`src/rtl/serial_adder_pkg.sv`:
```
// Shared types and sizing for the bit-serial adder sequencer.
package serial_adder_pkg;

  typedef enum logic [1:0] {
    IDLE  = 2'd0,
    SHIFT = 2'd1,
    DONE  = 2'd2
  } sa_state_e;

  localparam int unsigned SA_DEFAULT_WIDTH = 8;
  localparam int unsigned SA_CNT_W         = $clog2(SA_DEFAULT_WIDTH);

  // Bit-counter width for a given operand width; never narrower than one bit.
  function automatic int unsigned sa_cnt_w(input int unsigned w);
    return (w < 2) ? 1 : $clog2(w);
  endfunction

endpackage

```
`src/rtl/serial_adder_shreg.sv`:
```
// Right-shift register with parallel load; load takes priority over shift.
module serial_adder_shreg #(
  parameter int unsigned W = 8
) (
  input  logic         clk,
  input  logic         rst_n,
  input  logic         load_i,
  input  logic         shift_i,
  input  logic [W-1:0] load_val_i,
  input  logic         shift_in_i,
  output logic [W-1:0] q_o
);

  logic [W-1:0] q_q;

  always_ff @(posedge clk or negedge rst_n) begin
    if (!rst_n) begin
      q_q <= '0;
    end else if (load_i) begin
      q_q <= load_val_i;
    end else if (shift_i) begin
      q_q <= {shift_in_i, q_q[W-1:1]};
    end
  end

  assign q_o = q_q;

endmodule

```
`src/rtl/serial_adder_seq.sv`:
```
// Bit-serial addition sequencer driving an external full-adder cell, LSB first.
// Optional signed-overflow output enabled by defining SERIAL_ADDER_OVF_EN.
module serial_adder_seq
  import serial_adder_pkg::*;
#(
  parameter int unsigned WIDTH = SA_DEFAULT_WIDTH
) (
  input  logic             clk,
  input  logic             rst_n,
  input  logic             start,
  input  logic [WIDTH-1:0] a_in,
  input  logic [WIDTH-1:0] b_in,
  input  logic             cin,
  output logic             busy,
  output logic             done,
  output logic [WIDTH-1:0] sum_out,
  output logic             cout_out,
  output logic             fa_a,
  output logic             fa_b,
  output logic             fa_cin,
  input  logic             fa_sum,
  input  logic             fa_cout
`ifdef SERIAL_ADDER_OVF_EN
  ,
  output logic             ovf_out
`endif
);

  localparam int unsigned CNT_W = sa_cnt_w(WIDTH);

  sa_state_e        state_q, state_d;
  logic [CNT_W-1:0] cnt_q, cnt_d;
  logic             carry_q, carry_d;
  logic             busy_q, done_q;
  logic [WIDTH-1:0] sum_q, sum_d;
  logic             cout_q, cout_d;
  logic             load_c, shift_c, last_c, in_shift_c;
  logic [WIDTH-1:0] a_sh_q, b_sh_q, sum_sh_q;

  serial_adder_shreg #(.W(WIDTH)) u_a_sh (
    .clk(clk), .rst_n(rst_n), .load_i(load_c), .shift_i(shift_c),
    .load_val_i(a_in), .shift_in_i(1'b0), .q_o(a_sh_q)
  );

  serial_adder_shreg #(.W(WIDTH)) u_b_sh (
    .clk(clk), .rst_n(rst_n), .load_i(load_c), .shift_i(shift_c),
    .load_val_i(b_in), .shift_in_i(1'b0), .q_o(b_sh_q)
  );

  serial_adder_shreg #(.W(WIDTH)) u_sum_sh (
    .clk(clk), .rst_n(rst_n), .load_i(load_c), .shift_i(shift_c),
    .load_val_i({WIDTH{1'b0}}), .shift_in_i(fa_sum), .q_o(sum_sh_q)
  );

  // Only the LSB of each operand and the upper sum bits are consumed here.
  logic unused_sh_bits;
  assign unused_sh_bits = ^{a_sh_q[WIDTH-1:1], b_sh_q[WIDTH-1:1], sum_sh_q[0]};

  assign in_shift_c = (state_q == SHIFT);
  assign last_c     = (cnt_q == CNT_W'(WIDTH - 1));

  assign fa_a   = in_shift_c & a_sh_q[0];
  assign fa_b   = in_shift_c & b_sh_q[0];
  assign fa_cin = in_shift_c & carry_q;

`ifdef SERIAL_ADDER_OVF_EN
  logic ovf_q, ovf_d;
`endif

  always_comb begin
    state_d = state_q;
    cnt_d   = cnt_q;
    carry_d = carry_q;
    sum_d   = sum_q;
    cout_d  = cout_q;
    load_c  = 1'b0;
    shift_c = 1'b0;
`ifdef SERIAL_ADDER_OVF_EN
    ovf_d   = ovf_q;
`endif
    case (state_q)
      IDLE, DONE: begin
        if (start) begin
          load_c  = 1'b1;
          carry_d = cin;
          cnt_d   = '0;
          state_d = SHIFT;
        end else begin
          state_d = IDLE;
        end
      end
      SHIFT: begin
        shift_c = 1'b1;
        carry_d = fa_cout;
        cnt_d   = cnt_q + CNT_W'(1);
        // Final bit: publish the full result in one step, never partials.
        if (last_c) begin
          sum_d   = {fa_sum, sum_sh_q[WIDTH-1:1]};
          cout_d  = fa_cout;
`ifdef SERIAL_ADDER_OVF_EN
          ovf_d   = fa_cin ^ fa_cout;
`endif
          state_d = DONE;
        end
      end
      default: state_d = IDLE;
    endcase
  end

  always_ff @(posedge clk or negedge rst_n) begin
    if (!rst_n) begin
      state_q <= IDLE;
      cnt_q   <= '0;
      carry_q <= 1'b0;
      busy_q  <= 1'b0;
      done_q  <= 1'b0;
      sum_q   <= '0;
      cout_q  <= 1'b0;
    end else begin
      state_q <= state_d;
      cnt_q   <= cnt_d;
      carry_q <= carry_d;
      busy_q  <= (state_d == SHIFT);
      done_q  <= (state_d == DONE);
      sum_q   <= sum_d;
      cout_q  <= cout_d;
    end
  end

`ifdef SERIAL_ADDER_OVF_EN
  always_ff @(posedge clk or negedge rst_n) begin
    if (!rst_n) begin
      ovf_q <= 1'b0;
    end else begin
      ovf_q <= ovf_d;
    end
  end

  assign ovf_out = ovf_q;
`endif

  assign busy     = busy_q;
  assign done     = done_q;
  assign sum_out  = sum_q;
  assign cout_out = cout_q;

endmodule

```
`config.mk`:
```
export PLATFORM = sky130hd
export DESIGN_NAME = serial_adder_seq
export DESIGN_NICKNAME = d
export VERILOG_FILES = /design/src/rtl/serial_adder_pkg.sv /design/src/rtl/serial_adder_shreg.sv /design/src/rtl/serial_adder_seq.sv
export SDC_FILE = /design/constraint.sdc
export NUM_CORES = 1
export LEC_CHECK = 0
export BUFFER_PORTS_ARGS = -buffer_cell sky130_fd_sc_hd__buf_4
export CAP_MARGIN = 20
export CORE_MARGIN = 2
export CORE_UTILIZATION = 49
export CTS_CLUSTER_SIZE = 20
export DETAILED_ROUTE_END_ITERATION = 8
export GPL_TIMING_DRIVEN = 1
export MAX_ROUTING_LAYER = met4
export PLACE_DENSITY = 0.75
export SLEW_MARGIN = 10
export SYNTH_ARGS = -nofsm -noshare
export SYNTH_HDL_FRONTEND = slang
export SYNTH_SLANG_ARGS = --single-unit
export TNS_END_PERCENT = 30
```
`constraint.sdc`:
```
create_clock -name clk -period 1.5 [get_ports clk]
set_input_delay 0.075 -clock clk [delete_from_list [all_inputs] [get_ports clk]]
set_output_delay 0.075 -clock clk [all_outputs]
set_load 0.01 [all_outputs]
```
==> impl_metrics.tcl <==
set metrics [dict create \
    status "complete, no violations" \
    tns_ns 0 \
    r2r-start "cnt_q[1]" \
    path_clk_slew_ns 0.08 \
    critPathKind "reg2reg" \
    multi_input_area_um2 843 \
    wl_um 3640 \
    worstHoldPathType "in2reg" \
    port_buffers 35 \
    ys_ff_latch 40 \
    holdPathEnd "u_a_sh.q_o[7]" \
    synth_top_cell_by_area "dfrtp_1" \
    met3_usage_pct 5.91 \
    maxSlewViolCount 0 \
    dp.cells 246 \
    htreeDepth 2 \
    route.detailed.drc 0 \
    fp.coreArea_mm2 0.00372 \
    vias_per_cell 5.19 \
    drt_iter0_drc 82 \
    clkLatencyLatePin_ns 0.29 \
    worstSetupEndpointType "flop" \
    total_power_w 0.00477 \
    grt_util_met2_pct 28.5 \
    grt_overflow 0 \
    nets 232 \
    cp.required_ns 1.69 \
    yosysTopAreaCellShare_pct 51.7 \
    timing.final.crit_period_ns 1.44 \
    rrSetupSlack_ns 0.06 \
    pin_count 36 \
    ir_drop_uv 935 \
    yosys_warnings 0 \
    n_antenna_cell 0 \
    fillers 288 \
    path_max_fanout 5 \
    drtPass1Iterations 4 \
    worstReg2RegEnd "sum_out[5]" \
    grt_setup_unrepaired "false" \
    period_share_pct 95.7 \
    cts_max_path_buffers 2 \
    hpwl_um 2450 \
    root_buffer "clkbuf_8" \
    grt_pass1_vias 1333 \
    synth-edff-count 0 \
    slew_headroom_pct 65.7 \
    netlist-cell-type-count 27 \
    setup_violations 0 \
    ys_async_sr_fraction_pct 100 \
    tritoncts "done" \
    instances_no_fill 257 \
    tightest_slew_ns 0.515 \
    cts.sinks 40 \
    initial_core_util_pct 52.1 \
    vias 1334 \
    synth_ff_type "dfrtp_1" \
    die-area_mm2 0.00447 \
    maxCapViolCount 0 \
    gp_congestion 0.761 \
    fin_worst_skew_ns 0.00764 \
    cts_buffers 5 \
    powerDensity_mw_per_mm2 1980 \
    fp-row-count 22 \
    die_w_um 66.9 \
    ys_seq_area_share_pct 51.7 \
    avgRoutedWirePerCell_um 14.2 \
    grtUsageMet1_pct 25.6 \
    start_kind "flop" \
    grt_usage_pct 19.2 \
    netlist_instances 167 \
    grt_max_degree 41 \
    area_growth_pct 24.6 \
    total_leakage_power_nw 1.13 \
    syn_nets 191 \
    synth_area_per_cell_um2 11.6 \
    finalHoldViolCount 0 \
    max_freq_mhz 696 \
    worstHoldStart "a_in[7]" \
    grt_pass1_wl_um 6190 \
    die_h_um 66.9 \
    antenna_found_initial 0 \
    rr_worst_depth 5 \
    drtAntennaViolNets 0 \
    arrival_ns 1.62 \
    holdPathStages 2 \
    synth_area_leaders "dfrtp_1 52%, mux2_4 7.0%, mux2_2 5.2%" \
    seqCellArea_mm2 0.00100 \
    drive_gt1_share_pct 35.4 \
    gr-max-usage-layer "met2" \
    synth_area_mm2 0.00194 \
]
-- Yosys cell counts, types with 2 or more instances --
cell / instances
nand3_1: 2
buf_6: 2
inv_1: 2
nor3_1: 6
ha_1: 2
nand2_1: 8
dfrtp_1: 40
mux2_4: 9
nor2_1: 8
nor2b_1: 9
a22o_1: 5
mux2i_1: 9
a211oi_1: 8
and2_1: 3
nand2b_1: 8
buf_4: 3
buf_2: 6
o22ai_1: 6
mux2_2: 9
o21ai_0: 8
a21oi_1: 8
-- worst max-delay path: stages, from the launching register on --
cell and delay, ns:
dfrtp_1 0.40, ha_1 0.20, ha_2 0.20, nand2_4 0.10, clkbuf_16 0.15, mux2_4 0.29
-- layout by cell type (no fill, tap or decap), types with 6 or more instances in the layout --
cell type | synthesis | final
dfrtp_1 | 40 | 39
nand2_1 | 8 | 7
mux2_2 | 9 | 9
o22ai_1 | 6 | 6
a211oi_1 | 8 | 8
nand2b_1 | 8 | 8
nor3_1 | 6 | 6
o21ai_0 | 8 | 8
nor2b_1 | 9 | 9
mux2_4 | 9 | 9
buf_4 | 3 | 42
nor2_1 | 8 | 8
mux2i_1 | 9 | 9
a21oi_1 | 8 | 8
-- report_power, final --
part | leakage, nW | internal, W | switching [W]
logic | 0.585 | 0.00114 | 0.000865
registers | 0.490 | 0.00156 | 0.000328
clock network | 0.0552 | 0.000494 | 0.000373
total | 1.13 | 0.00320 | 0.00157
-- cell type report --
class / instances / area share [%]
Inverter: 2 / 0.311
Clock buffer: 6 / 3.01
Clock inverter: 2 / 1.45
Tap cell: 48 / 2.49
Multi-Input combinational cell: 112 / 35.0
Sequential cell: 40 / 41.5
Timing Repair Buffer: 47 / 16.2
-- worst max-delay path by stage --
stage / start / end / slack, ns / cells after the start
after floorplan: cnt_q[0] / cout_out / 0.06 / 5
after global placement: cnt_q[0] / sum_out[6] / 0.06 / 5
after detailed placement: cnt_q[1] / sum_out[5] / 0.01 / 5
after CTS: cnt_q[1] / sum_out[6] / 0.007 / 5
after global routing: state_q[1] / fa_cin / 0.009 / 4
final: cnt_q[1] / sum_out[5] / 0.06 / 5
-- state kept, by name (all words and copies together), names as in the netlist --
| signal | count |
|---|---|
| sum_out | 8 |
| u_a_sh.q_o | 8 |
| u_b_sh.q_o | 8 |
| u_sum_sh.q_o | 7 |
| cnt_q | 3 |
| state_q | 2 |
| busy | 1 |
| carry_q | 1 |
| cout_out | 1 |
| done | 1 |
-- per-stage QoR --
stage | setup WS, ns | util [%] | hold slack [ns] | instance area [um^2]
2_1_floorplan | 0.0626 | - | -0.221 | 1940
3_3_place_gp | 0.0570 | 60.4 | 0.0696 | 2240
3_5_place_dp | 0.0135 | 60.4 | 0.0808 | 2240
4_1_cts | 0.00741 | 63.8 | 0.00738 | 2370
5_1_grt | 0.00884 | 64.9 | 0.0200 | 2410
6_report | 0.0639 | 64.9 | 0.0101 | 2410
-- cell families after synthesis --
logic type / after synthesis / share of synthesized area (%)
AOI/OAI and AO/OA: 37 / 12.1
xor gates and xnor gates: 1 / 0.453
DFF: 40 / 51.7
muxes: 27 / 16.9
buffers and inverters: 15 / 5.24
and+or+nand+nor: 45 / 12.3
adders and majority gates: 2 / 1.29
-- layer usage --
| metal | share of wire, % | wire [um] | vias up |
|---|---|---|---|
| met5 | 0 | 0 | - |
| li1 | - | - | 667 |
| met2 | 46 | 1690 | 28 |
| met4 | 1.2 | 45 | 0 |
| met3 | 4.5 | 163 | 6 |
| met1 | 48 | 1750 | 633 |
-- what timing repair did --
item	4_1_cts	5_1_grt
setup endpoints to repair	0	11
hold buffers	2	0
gates resized for setup	0	5
hold endpoints to repair	41	0
buffers inserted	0	0
(Power assumes the default switching activity.)
